<file path="src/rtl/pio_pkg.sv">
// Shared PIO definitions: FIFO join encodings, debug-flag bit positions and
// sizing helpers used by the FIFO pair and the top-level register decode.
package pio_pkg;

    typedef enum logic [1:0] {
        JOIN_NONE = 2'b00,
        JOIN_TX   = 2'b01,
        JOIN_RX   = 2'b10
    } join_e;

    localparam int unsigned FDBG_TX_OVER  = 0;
    localparam int unsigned FDBG_RX_UNDER = 1;
    localparam int unsigned FDBG_RX_STALL = 2;
    localparam int unsigned FDBG_TX_STALL = 3;
    localparam int unsigned FDBG_W        = 4;

    // Level width: must hold 0..2*depth inclusive.
    function automatic int unsigned level_w(input int unsigned depth);
        return $clog2(2 * depth) + 1;
    endfunction

    // The reserved encoding 2'b11 behaves like separate mode.
    function automatic join_e decode_join(input logic [1:0] raw);
        join_e j;
        case (raw)
            2'b01:   j = JOIN_TX;
            2'b10:   j = JOIN_RX;
            default: j = JOIN_NONE;
        endcase
        return j;
    endfunction

endpackage

</file>
<file path="src/rtl/pio_fifo_ctrl.sv">
// Pointer, level and full/empty control for one FIFO direction. Capacity,
// base offset and enable come from the join mode chosen by the parent.
module pio_fifo_ctrl
    import pio_pkg::*;
#(
    parameter  int unsigned DEPTH = 4,
    localparam int unsigned LW    = level_w(DEPTH),
    localparam int unsigned PW    = LW - 1
) (
    input  logic          i_clk,
    input  logic          i_reset,
    input  logic          i_clear,
    input  logic          i_en,
    input  logic [LW-1:0] i_cap,
    input  logic [PW-1:0] i_base,
    input  logic          i_push,
    input  logic          i_pull,
    output logic [PW-1:0] o_wr_idx_c,
    output logic [PW-1:0] o_rd_idx_c,
    output logic          o_push_ok_c,
    output logic          o_push_drop_c,
    output logic          o_pull_drop_c,
    output logic          o_full_c,
    output logic          o_empty_c,
    output logic [LW-1:0] o_level
);

    logic [PW-1:0] r_wr_ptr;
    logic [PW-1:0] r_rd_ptr;
    logic [LW-1:0] r_level;
    logic [LW-1:0] w_level_nxt;
    logic          w_full;
    logic          w_empty;
    logic          w_push_ok;
    logic          w_pull_ok;

    function automatic logic [PW-1:0] ptr_inc(input logic [PW-1:0] ptr,
                                              input logic [LW-1:0] cap);
        return (LW'(ptr) == cap - LW'(1)) ? '0 : ptr + PW'(1);
    endfunction

    // A disabled direction reports both full and empty so every access bounces.
    always_comb begin
        w_full    = !i_en || (r_level == i_cap);
        w_empty   = !i_en || (r_level == '0);
        w_push_ok = i_push && !w_full  && !i_clear;
        w_pull_ok = i_pull && !w_empty && !i_clear;
        w_level_nxt = r_level;
        if (w_push_ok && !w_pull_ok) begin
            w_level_nxt = r_level + LW'(1);
        end else if (!w_push_ok && w_pull_ok) begin
            w_level_nxt = r_level - LW'(1);
        end
    end

    always_ff @(posedge i_clk) begin
        if (i_reset || i_clear) begin
            r_wr_ptr <= '0;
            r_rd_ptr <= '0;
            r_level  <= '0;
        end else begin
            if (w_push_ok) begin
                r_wr_ptr <= ptr_inc(r_wr_ptr, i_cap);
            end
            if (w_pull_ok) begin
                r_rd_ptr <= ptr_inc(r_rd_ptr, i_cap);
            end
            r_level <= w_level_nxt;
        end
    end

    assign o_wr_idx_c    = i_base + r_wr_ptr;
    assign o_rd_idx_c    = i_base + r_rd_ptr;
    assign o_push_ok_c   = w_push_ok;
    assign o_push_drop_c = i_push && w_full  && !i_clear;
    assign o_pull_drop_c = i_pull && w_empty && !i_clear;
    assign o_full_c      = w_full;
    assign o_empty_c     = w_empty;
    assign o_level       = r_level;

endmodule

</file>
<file path="src/rtl/pio_fifo_pair.sv">
// PIO per-state-machine TX/RX FIFO pair sharing one storage array, with
// runtime join of all storage to one direction and sticky debug flags.
module pio_fifo_pair
    import pio_pkg::*;
#(
    parameter  int unsigned WIDTH = 32,
    parameter  int unsigned DEPTH = 4,
    localparam int unsigned LW    = level_w(DEPTH)
) (
    input  logic              i_clk,
    input  logic              i_reset,
    input  logic [1:0]        i_join,
    input  logic              i_clear,
    input  logic              i_sys_push,
    input  logic [WIDTH-1:0]  i_sys_din,
    input  logic              i_sys_pull,
    output logic [WIDTH-1:0]  o_sys_dout,
    input  logic              i_sm_pull,
    output logic [WIDTH-1:0]  o_sm_dout,
    input  logic              i_sm_push,
    input  logic [WIDTH-1:0]  i_sm_din,
    output logic              o_tx_full,
    output logic              o_tx_empty,
    output logic              o_rx_full,
    output logic              o_rx_empty,
    output logic [LW-1:0]     o_tx_level,
    output logic [LW-1:0]     o_rx_level,
    output logic [FDBG_W-1:0] o_flags,
    input  logic [FDBG_W-1:0] i_flag_clr
);

    localparam int unsigned   PW      = LW - 1;
    localparam logic [LW-1:0] CAP_ONE = LW'(DEPTH);
    localparam logic [LW-1:0] CAP_TWO = LW'(2 * DEPTH);
    localparam logic [PW-1:0] RX_BASE = PW'(DEPTH);

    join_e             r_mode;
    logic [WIDTH-1:0]  r_mem [2*DEPTH];
    logic [FDBG_W-1:0] r_flags;
    logic [FDBG_W-1:0] w_flag_set;

    logic          w_tx_en, w_rx_en;
    logic [LW-1:0] w_tx_cap, w_rx_cap;
    logic [PW-1:0] w_rx_base;
    logic [PW-1:0] w_tx_wr_idx, w_tx_rd_idx, w_rx_wr_idx, w_rx_rd_idx;
    logic          w_tx_push_ok, w_tx_push_drop, w_tx_pull_drop;
    logic          w_rx_push_ok, w_rx_push_drop, w_rx_pull_drop;
    logic          w_tx_full, w_tx_empty, w_rx_full, w_rx_empty;

    // Mode is registered; software pairs every join change with a clear.
    always_ff @(posedge i_clk) begin
        if (i_reset) begin
            r_mode <= JOIN_NONE;
        end else begin
            r_mode <= decode_join(i_join);
        end
    end

    always_comb begin
        w_tx_en   = (r_mode != JOIN_RX);
        w_rx_en   = (r_mode != JOIN_TX);
        w_tx_cap  = (r_mode == JOIN_TX) ? CAP_TWO : CAP_ONE;
        w_rx_cap  = (r_mode == JOIN_RX) ? CAP_TWO : CAP_ONE;
        w_rx_base = (r_mode == JOIN_RX) ? '0 : RX_BASE;
    end

    pio_fifo_ctrl #(.DEPTH(DEPTH)) u_tx_ctrl (
        .i_clk         (i_clk),
        .i_reset       (i_reset),
        .i_clear       (i_clear),
        .i_en          (w_tx_en),
        .i_cap         (w_tx_cap),
        .i_base        ('0),
        .i_push        (i_sys_push),
        .i_pull        (i_sm_pull),
        .o_wr_idx_c    (w_tx_wr_idx),
        .o_rd_idx_c    (w_tx_rd_idx),
        .o_push_ok_c   (w_tx_push_ok),
        .o_push_drop_c (w_tx_push_drop),
        .o_pull_drop_c (w_tx_pull_drop),
        .o_full_c      (w_tx_full),
        .o_empty_c     (w_tx_empty),
        .o_level       (o_tx_level)
    );

    pio_fifo_ctrl #(.DEPTH(DEPTH)) u_rx_ctrl (
        .i_clk         (i_clk),
        .i_reset       (i_reset),
        .i_clear       (i_clear),
        .i_en          (w_rx_en),
        .i_cap         (w_rx_cap),
        .i_base        (w_rx_base),
        .i_push        (i_sm_push),
        .i_pull        (i_sys_pull),
        .o_wr_idx_c    (w_rx_wr_idx),
        .o_rd_idx_c    (w_rx_rd_idx),
        .o_push_ok_c   (w_rx_push_ok),
        .o_push_drop_c (w_rx_push_drop),
        .o_pull_drop_c (w_rx_pull_drop),
        .o_full_c      (w_rx_full),
        .o_empty_c     (w_rx_empty),
        .o_level       (o_rx_level)
    );

    // At most one direction owns any entry, so the two writes never collide.
    always_ff @(posedge i_clk) begin
        if (w_tx_push_ok) begin
            r_mem[w_tx_wr_idx] <= i_sys_din;
        end
        if (w_rx_push_ok) begin
            r_mem[w_rx_wr_idx] <= i_sm_din;
        end
    end

    always_comb begin
        w_flag_set                = '0;
        w_flag_set[FDBG_TX_OVER]  = w_tx_push_drop;
        w_flag_set[FDBG_RX_UNDER] = w_rx_pull_drop;
        w_flag_set[FDBG_RX_STALL] = w_rx_push_drop;
        w_flag_set[FDBG_TX_STALL] = w_tx_pull_drop;
    end

    // New events take priority over a same-cycle clear request.
    always_ff @(posedge i_clk) begin
        if (i_reset) begin
            r_flags <= '0;
        end else begin
            r_flags <= (r_flags & ~i_flag_clr) | w_flag_set;
        end
    end

    assign o_sm_dout  = w_tx_empty ? '0 : r_mem[w_tx_rd_idx];
    assign o_sys_dout = w_rx_empty ? '0 : r_mem[w_rx_rd_idx];
    assign o_tx_full  = w_tx_full;
    assign o_tx_empty = w_tx_empty;
    assign o_rx_full  = w_rx_full;
    assign o_rx_empty = w_rx_empty;
    assign o_flags    = r_flags;

endmodule

</file>
<file path="config.mk">
export PLATFORM = sky130hd
export DESIGN_NAME = pio_fifo_pair
export DESIGN_NICKNAME = d
export VERILOG_FILES = /design/src/rtl/pio_pkg.sv /design/src/rtl/pio_fifo_ctrl.sv /design/src/rtl/pio_fifo_pair.sv
export SDC_FILE = /design/constraint.sdc
export NUM_CORES = 1
export LEC_CHECK = 0
export ABC_CLOCK_PERIOD_IN_PS = 12960
export CAP_MARGIN = 20
export CORE_MARGIN = 2
export CORE_UTILIZATION = 55
export DETAILED_ROUTE_END_ITERATION = 7
export PLACE_DENSITY = 0.8
export SLEW_MARGIN = 20
export SYNTH_ARGS = -nofsm -noshare
export SYNTH_HDL_FRONTEND = slang
export SYNTH_SLANG_ARGS = --single-unit
</file>
<file path="constraint.sdc">
create_clock -name i_clk -period 12.96 [get_ports i_clk]
set_input_delay 1.944 -clock i_clk [delete_from_list [all_inputs] [get_ports i_clk]]
set_output_delay 1.944 -clock i_clk [all_outputs]
set_load 0.005 [all_outputs]
</file>
==> impl_results.md <==
* Mux cell area share after synthesis at between 30% and 40%
* Final slew viol count at 0
* DP HPWL at between 20000 and 30000 µm
* Compound-cell area share of the yosys netlist at 2.33%
* Crit path DAT at around 3.5 ns
* H-Tree Depth at 1
* Distinct cells, synth at 44
* # Post-CTS Setup Buffers at 0
* Max-capacitance violation count at 0
* Post-Synth Simple-Gate Area at under 10%
* Num rows at 64
* Cell area after synthesis at 0.0169 mm²
* Register share of total power at 49.8%
* Final setup violation count at 0
* CP Class: flop to primary output
* Clock share of power at between 30% and 40%
* RSZ-0062 raised after global routing: false
* Wirelength per Cell at roughly 26 µm
* Crit path time final at 5.47 ns
* TritonCTS buffer count at 29
* Final Net Count at 1282
* Worst slew pin tran at about 1.1 ns
* Core footprint at a little over 0.03 mm²
* Grt ovf at 0
* Power Internal at 1.60 mW
* Die extent in x at about 180 µm
* Clock sink count at ~290
* Delay of the slowest critical-path stage at slightly below 0.9 ns
* Leakage power at approximately 6.7 nW
* Post-synth EDFFs at 256
* Initial Util at approximately 56%
* Worst hold path stage count at 2
* Power per cell area at 106 mW/mm²
* Io pins at between 150 and 200
* Critical path endpoint category: primary output
* FFs w/ async S/R, synth at 0%
* Worst VDD drop at a little under 0.09 mV
* Synth Area in XOR/XNOR at 0.842%
* Layout cells sized above 1 at 38.5%
* Worst-path cell chain: nand2b_1, xnor2_2, buf_4, nand2_1, a21oi_1, clkdlybuf4s50_1
* WP data required at approximately 11 ns
* Most common cell after layout, fill and taps aside: edfxtp_1
* CTS clk-pin slew, worst paths at around 0.060 ns
* Fmax achieved at 183 MHz
* Post-synthesis sequential area ratio at around half
* Router iterations before antenna repair at 5
* Full die area at 0.0322 mm²
* Max_slew headroom at roughly 27%
* Crit-path max FO at 17
* GRT Total Usage at 25.6%
* Synth Flop Type: edfxtp_1
* Yosys warns at 0
* Latest clock arrival within the worst-skew pair at ~0.56 ns
* Comb power frac at 13.5%
* Final period util at between 40 and 50%
* # port buffers at about 160
* Vias at just over 10000
* Non-filler cells, final at 1606
* Post-Synth Adder-Cell Area at 0.975%
* Area grow syn2layout at 15.8%
* Violation count after the first detailed-route iteration at between 900 and 1000
* Cell taking the most area after synthesis: edfxtp_1
* Switch share at approximately 23%
* HP Class: flop to flop
* RD Place Congestion at 0.806
* Hold Buf Count CTS at 0
* Final hold violation count at 0
* Placed cells at about 1600
* Final wirelength at just over 40000 µm
* CTS resizes at 0
* Skew final at around 0.030 ns
* Synthesized area per cell at 15.9 µm²
* Synth Instances at around 1100
* Root Buffer: clkbuf_16
* NetSw at 475 µW
* Vias in the first global route at between 10000 and 15000
* Largest family of logic cells by synthesized area: multiplexers
* Setup crit start kind: flop
* Vias/cell at between 6 and 7
* Top cell type's share of synthesized area at between 40% and 50%
* Largest net degree at the start of global routing at 67
* Net Count, Synth at around 1200
* CTS tree: built
* Initial antenna violation count at 0
* Synth area leaders: edfxtp_1, mux4_2, mux2_2
* Chip height at between 150 and 200 µm
* CP max-delay cell: xnor2_2
* Worst Reg-to-Reg Cells at 5
* Post-DRT Antenna Nets at 0
* Setup_tns at 0 ns
* #FFs+latches synth at 285
* Commonest cells after routing, fill and taps aside: edfxtp_1, clkdlybuf4s50_1, mux2_2
* CTS max path bufs at 3
* Status: complete, no violations
* Antenna cells at 0
* Drt drc at 0
* First-pass GRT wire length at roughly 64000 µm
-- metal layers --
metal | part of all wire, % | track usage, %
met5 | 0 | 0
met2 | 52 | 45.0
met4 | 1.7 | 5.79
met3 | 6.6 | 4.09
met1 | 40 | 33.6
-- cell usage after synthesis, types with 2 or more instances --
library cell    n
mux2_4        105
dfxtp_1        29
nor2b_1         6
nor3_1          3
nor3b_1         2
nand3_4         8
clkbuf_1       28
inv_1           9
fa_1            2
nand2_1        80
buf_2          15
a21o_1          2
mux2i_1        40
nor2_1         52
nand3_1         2
or3_1           4
xnor2_4         2
mux4_2        128
xnor2_1         8
a21oi_1        51
o31ai_1         4
ha_1           10
xor2_1          2
o21ai_0         9
a211o_1         2
buf_1           5
nor4_1          2
edfxtp_1      256
nand2b_1       10
mux2_2        151
buf_6          25
-- critical path: cells and delay by family, from the launching register on --
family / cells / cell delay (ns)
AOI/OAI and AO/OA: 1 / 0.33
xor gates and xnor gates: 1 / 0.88
buffers and inverters: 2 / 1.00
DFF: 1 / 0.43
and+or+nand+nor: 2 / 0.31
-- power groups by stage --
stage	combinational, mW	sequential, mW	clock, mW
after CTS	0.280	1.03	0.772
final	0.279	1.03	0.763
after detailed placement	0.278	1.05	0
after global placement	0.274	1.05	0
after floorplan	0.156	1.05	0
after global routing	0.300	1.03	0.806
-- cell type report --
cell class | count | area, µm²
sequential | 285 | 8280
inverter | 9 | 33.8
multi-input combinational | 697 | 8270
clock buffer | 34 | 744
clock inverter | 14 | 93.8
fill | 2190 | 10800
timing repair buffer | 171 | 1690
tap | 396 | 495
-- sequential cells by signal, summed over array words and instances (netlist names), named ones only --
| register | cells |
|---|---|
| u_tx_ctrl.r_rd_ptr | 3 |
| u_tx_ctrl.r_wr_ptr | 3 |
| r_mode | 2 |
| r_mem | 256 |
| u_rx_ctrl.o_level | 4 |
| u_tx_ctrl.o_level | 4 |
| o_flags | 4 |
| u_rx_ctrl.r_rd_ptr | 3 |
| u_rx_ctrl.r_wr_ptr | 3 |
-- worst paths after layout --
path	start	end	slack, ns
worst max-delay path	r_mode[1]$_SDFF_PP0_	o_sys_dout[0]	7.49
worst min-delay path	o_flags[2]$_SDFF_PP0_	o_flags[2]$_SDFF_PP0_	0.47
worst max register to register	r_mode[1]$_SDFF_PP0_	r_mem[3][17]$_DFFE_PP_	9.62
worst min register to register	o_flags[2]$_SDFF_PP0_	o_flags[2]$_SDFF_PP0_	0.47
-- cells by family (layout without fill, tap and decap cells) --
group	Yosys count	count (layout)
multiplexers	424	424
buffers and inverters	83	228
flip-flops	285	285
XOR/XNOR	12	12
adder cells (fa/ha/maj)	12	12
AND/OR/NAND/NOR	177	177
AO/OA/AOI/OAI	72	72
-- stage by stage --
| step | power, mW | setup slack (ns) | utilization, % | instance area (µm²) | hold WS [ns] |
|---|---|---|---|---|---|
| after floorplan | 1.20 | 7.55 | - | 16900 | 0.460 |
| final | 2.07 | 7.49 | 64.5 | 19600 | 0.470 |
| after global placement | 1.32 | 7.88 | 61.6 | 18700 | 0.468 |
| after global routing | 2.14 | 7.24 | 64.5 | 19600 | 0.488 |
| after CTS | 2.08 | 7.41 | 64.4 | 19600 | 0.470 |
| after detailed placement | 1.33 | 7.79 | 61.7 | 18800 | 0.461 |
Power figures use the tool's default switching activity.
==> patch: new RTL, config.mk and constraints unchanged <==
The parameter `WIDTH` goes from 32 to 48.
--- a/src/rtl/pio_fifo_pair.sv
+++ b/src/rtl/pio_fifo_pair.sv
@@ -5,3 +5,3 @@
 #(
-    parameter  int unsigned WIDTH = 32,
+    parameter  int unsigned WIDTH = 48,
     parameter  int unsigned DEPTH = 4,
Interface: changed (resized i_sm_din, i_sys_din, o_sm_dout and o_sys_dout); port bits go from 157 to 221. No check against the original RTL was run, so the function may have changed too.
==> patch against the unedited design <==
Largest cell class unchanged; total power rose by 50%; area after synthesis rose by 40%; final cell count rose by 41%; routed wire length rose by 56%; final area rose by 42%; global-route usage rose by 3.8 points; sequential cell count rose by 128; sequential share of layout area rose by 1.3 points; maximum frequency fell by 11%; worst setup slack got worse by 0.69 ns.
==> patch: results (changes against the unedited design) <==
### Timing
• 0 ns — final setup TNS, unchanged
• 23.54% — relative slew slack, -3.3 points
• 0.01240 ns — worst clock skew, -0.01759 ns

### Placed design
• 37.95 mm — total half-perimeter wirelength after legalization and detailed placement, +45%
• 0.8098 — global placement routability congestion, +0.45%
• 2179 — # placed instances, +40%
• 220 — count of port buffers added during placement, +41%

### Finish
• 384 — max FFs per register, +50%
• 38.81% — share of final-layout standard cells stronger than drive strength 1, +0.30 points
• 2264 — final standard cell count with taps included and fillers excluded, +41%
• 1800 — number of nets in the layout, +40%
• r_mem — largest register by flop count

### Clocking
• 44 — CTS buffer count, +52%
• 3 — maximum buffer depth of the clock tree, unchanged
• 0 — buffers inserted during post-CTS setup optimization, unchanged
• 0.56 ns — clock insertion delay at the later pin of the skew report, about the same
• 2 — H-tree depth reported by CTS, +1
• 0.06 ns — Reg clk slew, reported paths, about the same
• 0 — Resized cells post-CTS, unchanged

### Pwr
• 8.591 nW — leakage, +29%
• 123.7 uV — VDD IR-drop max, +41%

### Drt
• 0 — Detail Route Antenna Nets, unchanged
• 6.659 — detail-routed via count per cell, +4.6%
• 1344 — detailed router's first-iteration violation count, +35%
• 64.32 mm — aggregate routed wire length, +56%
• 7 — number of optimization iterations in the first detailed-route pass, +2

### Yosys
• 384 — count of flip-flops with a built-in enable after synthesis, +50%
• 51.04% — share of synthesized area occupied by flip-flops and latches, +2.2 points
• 1503 — number of instances in the synthesized netlist, +41%
• 0% — proportion of synthesized flip-flops having asynchronous set or reset, unchanged
• 42 — Cell variety after synth, -4.5%
• sky130_fd_sc_hd__edfxtp_1, sky130_fd_sc_hd__mux4_2, sky130_fd_sc_hd__mux2_2 — top cells by area, synth
• sky130_fd_sc_hd__edfxtp_1 — commonest register cell after synthesis
• 1624 — nets in the synthesized netlist, +41%
• 0 — number of warnings reported in the yosys synthesis log, unchanged
• sky130_fd_sc_hd__edfxtp_1, sky130_fd_sc_hd__mux2_2, sky130_fd_sc_hd__mux4_2 — Synth top cells by count

### Setup path
• 44 — maximum net fanout on the critical path, +27
• 4.22 ns — critical path data arrival time, +0.69 ns
• buffers and inverters — delay-heaviest family, CP
• sky130_fd_sc_hd__buf_4 — Slowest-stage cell, CP
• 0.87 ns — slowest stage delay, CP

### Status
• finished, final reports clean — status

### GRT
• 96.96 mm — first-pass GRT wire length, +51%
• 74 — largest net degree at the start of global routing, +10%
• 8 — antenna violations before repair, +8
• 15940 — number of global-route vias before repair, +46%
• 29.37% — Tot GR Track Use, +3.8 points

### Worst hold path
• reg2reg — worst hold path class

[patch: cell count changes after synthesis, moves of 12 or more]
cell                       before  now
sky130_fd_sc_hd__nor2_1        52   64
sky130_fd_sc_hd__nand2_1       80  107
sky130_fd_sc_hd__mux2_4       105    7
sky130_fd_sc_hd__mux2_2       151  345
sky130_fd_sc_hd__mux4_2       128  192
sky130_fd_sc_hd__edfxtp_1     256  384
sky130_fd_sc_hd__clkbuf_1      28   53
sky130_fd_sc_hd__mux2i_1       40   53
sky130_fd_sc_hd__mux2_1         0   32
sky130_fd_sc_hd__buf_2         15   45
sky130_fd_sc_hd__buf_6         25    8
sky130_fd_sc_hd__a21oi_1       51   68
[patch: final timing paths]
path / from / end / slack, ns / cells after the start
setup / recovery: u_rx_ctrl.r_rd_ptr[0] / o_sys_dout[0] / 6.80 / 6
hold / removal: u_tx_ctrl.r_rd_ptr[0] / flip-flop / 0.49 / 2
hold reg to reg: u_tx_ctrl.r_rd_ptr[0] / flip-flop / 0.49 / 2
setup reg to reg: r_mode[0] / r_mem[2][10] / 8.94 / 6
[patch: final cells by class]
| class | count | area (um^2) |
|---|---|---|
| clock inverter | 28 | 229.0 |
| tap | 546 | 683.2 |
| multi-input combinational | 968 | 11200 |
| fill | 3024 | 14950 |
| inverter | 4 | 15.01 |
| clock buffer | 50 | 1145 |
| sequential | 413 | 12130 |
| timing repair buffer | 248 | 2416 |
| antenna | 7 | 17.52 |
[patch: power by group]
part	internal, W	total (W)	switching [W]	leakage [nW]
combinational	0.000205	0.000386	0.000181	4.20
sequential	0.00148	0.00150	0.0000154	3.72
clock	0.000710	0.00123	0.000517	0.669
[patch: routing by layer]
| metal | up-vias | global-route usage, % | part of all wire (%) |
|---|---|---|---|
| met1 | 7820 | 37.89 | 38 |
| met2 | 744 | 49.88 | 51 |
| met3 | 121 | 4.984 | 8.0 |
| met4 | 2 | 11.66 | 3.1 |
| li1 | 6390 | - | - |
| met5 | - | 0 | 0.020 |
[patch: cell families after synthesis]
kind of cell	synth area share (%)
DFF	51.04
muxes	38.79
adders and majority gates	0.6960
and+or+nand+nor	4.239
xor gates and xnor gates	0.4746
buffers and inverters	2.515
AOI/OAI and AO/OA	2.246
[patch: worst register-to-register path, delay by kind of cell, from the launching register on]
kind,cells,cell delay (ns)
AOI/OAI and AO/OA,2,1.41
DFF,1,0.37
and+or+nand+nor,3,1.23
buffers and inverters,1,0.63
[patch: per-stage QoR]
stage	setup WS (ns)	total power, W	area, um^2
global route	6.442	0.003209	27830
floorplan	7.563	0.001723	23730
global placement	7.238	0.001901	26440
finish	6.800	0.003113	27840
CTS	6.608	0.003130	27820
detailed placement	7.213	0.001911	26450
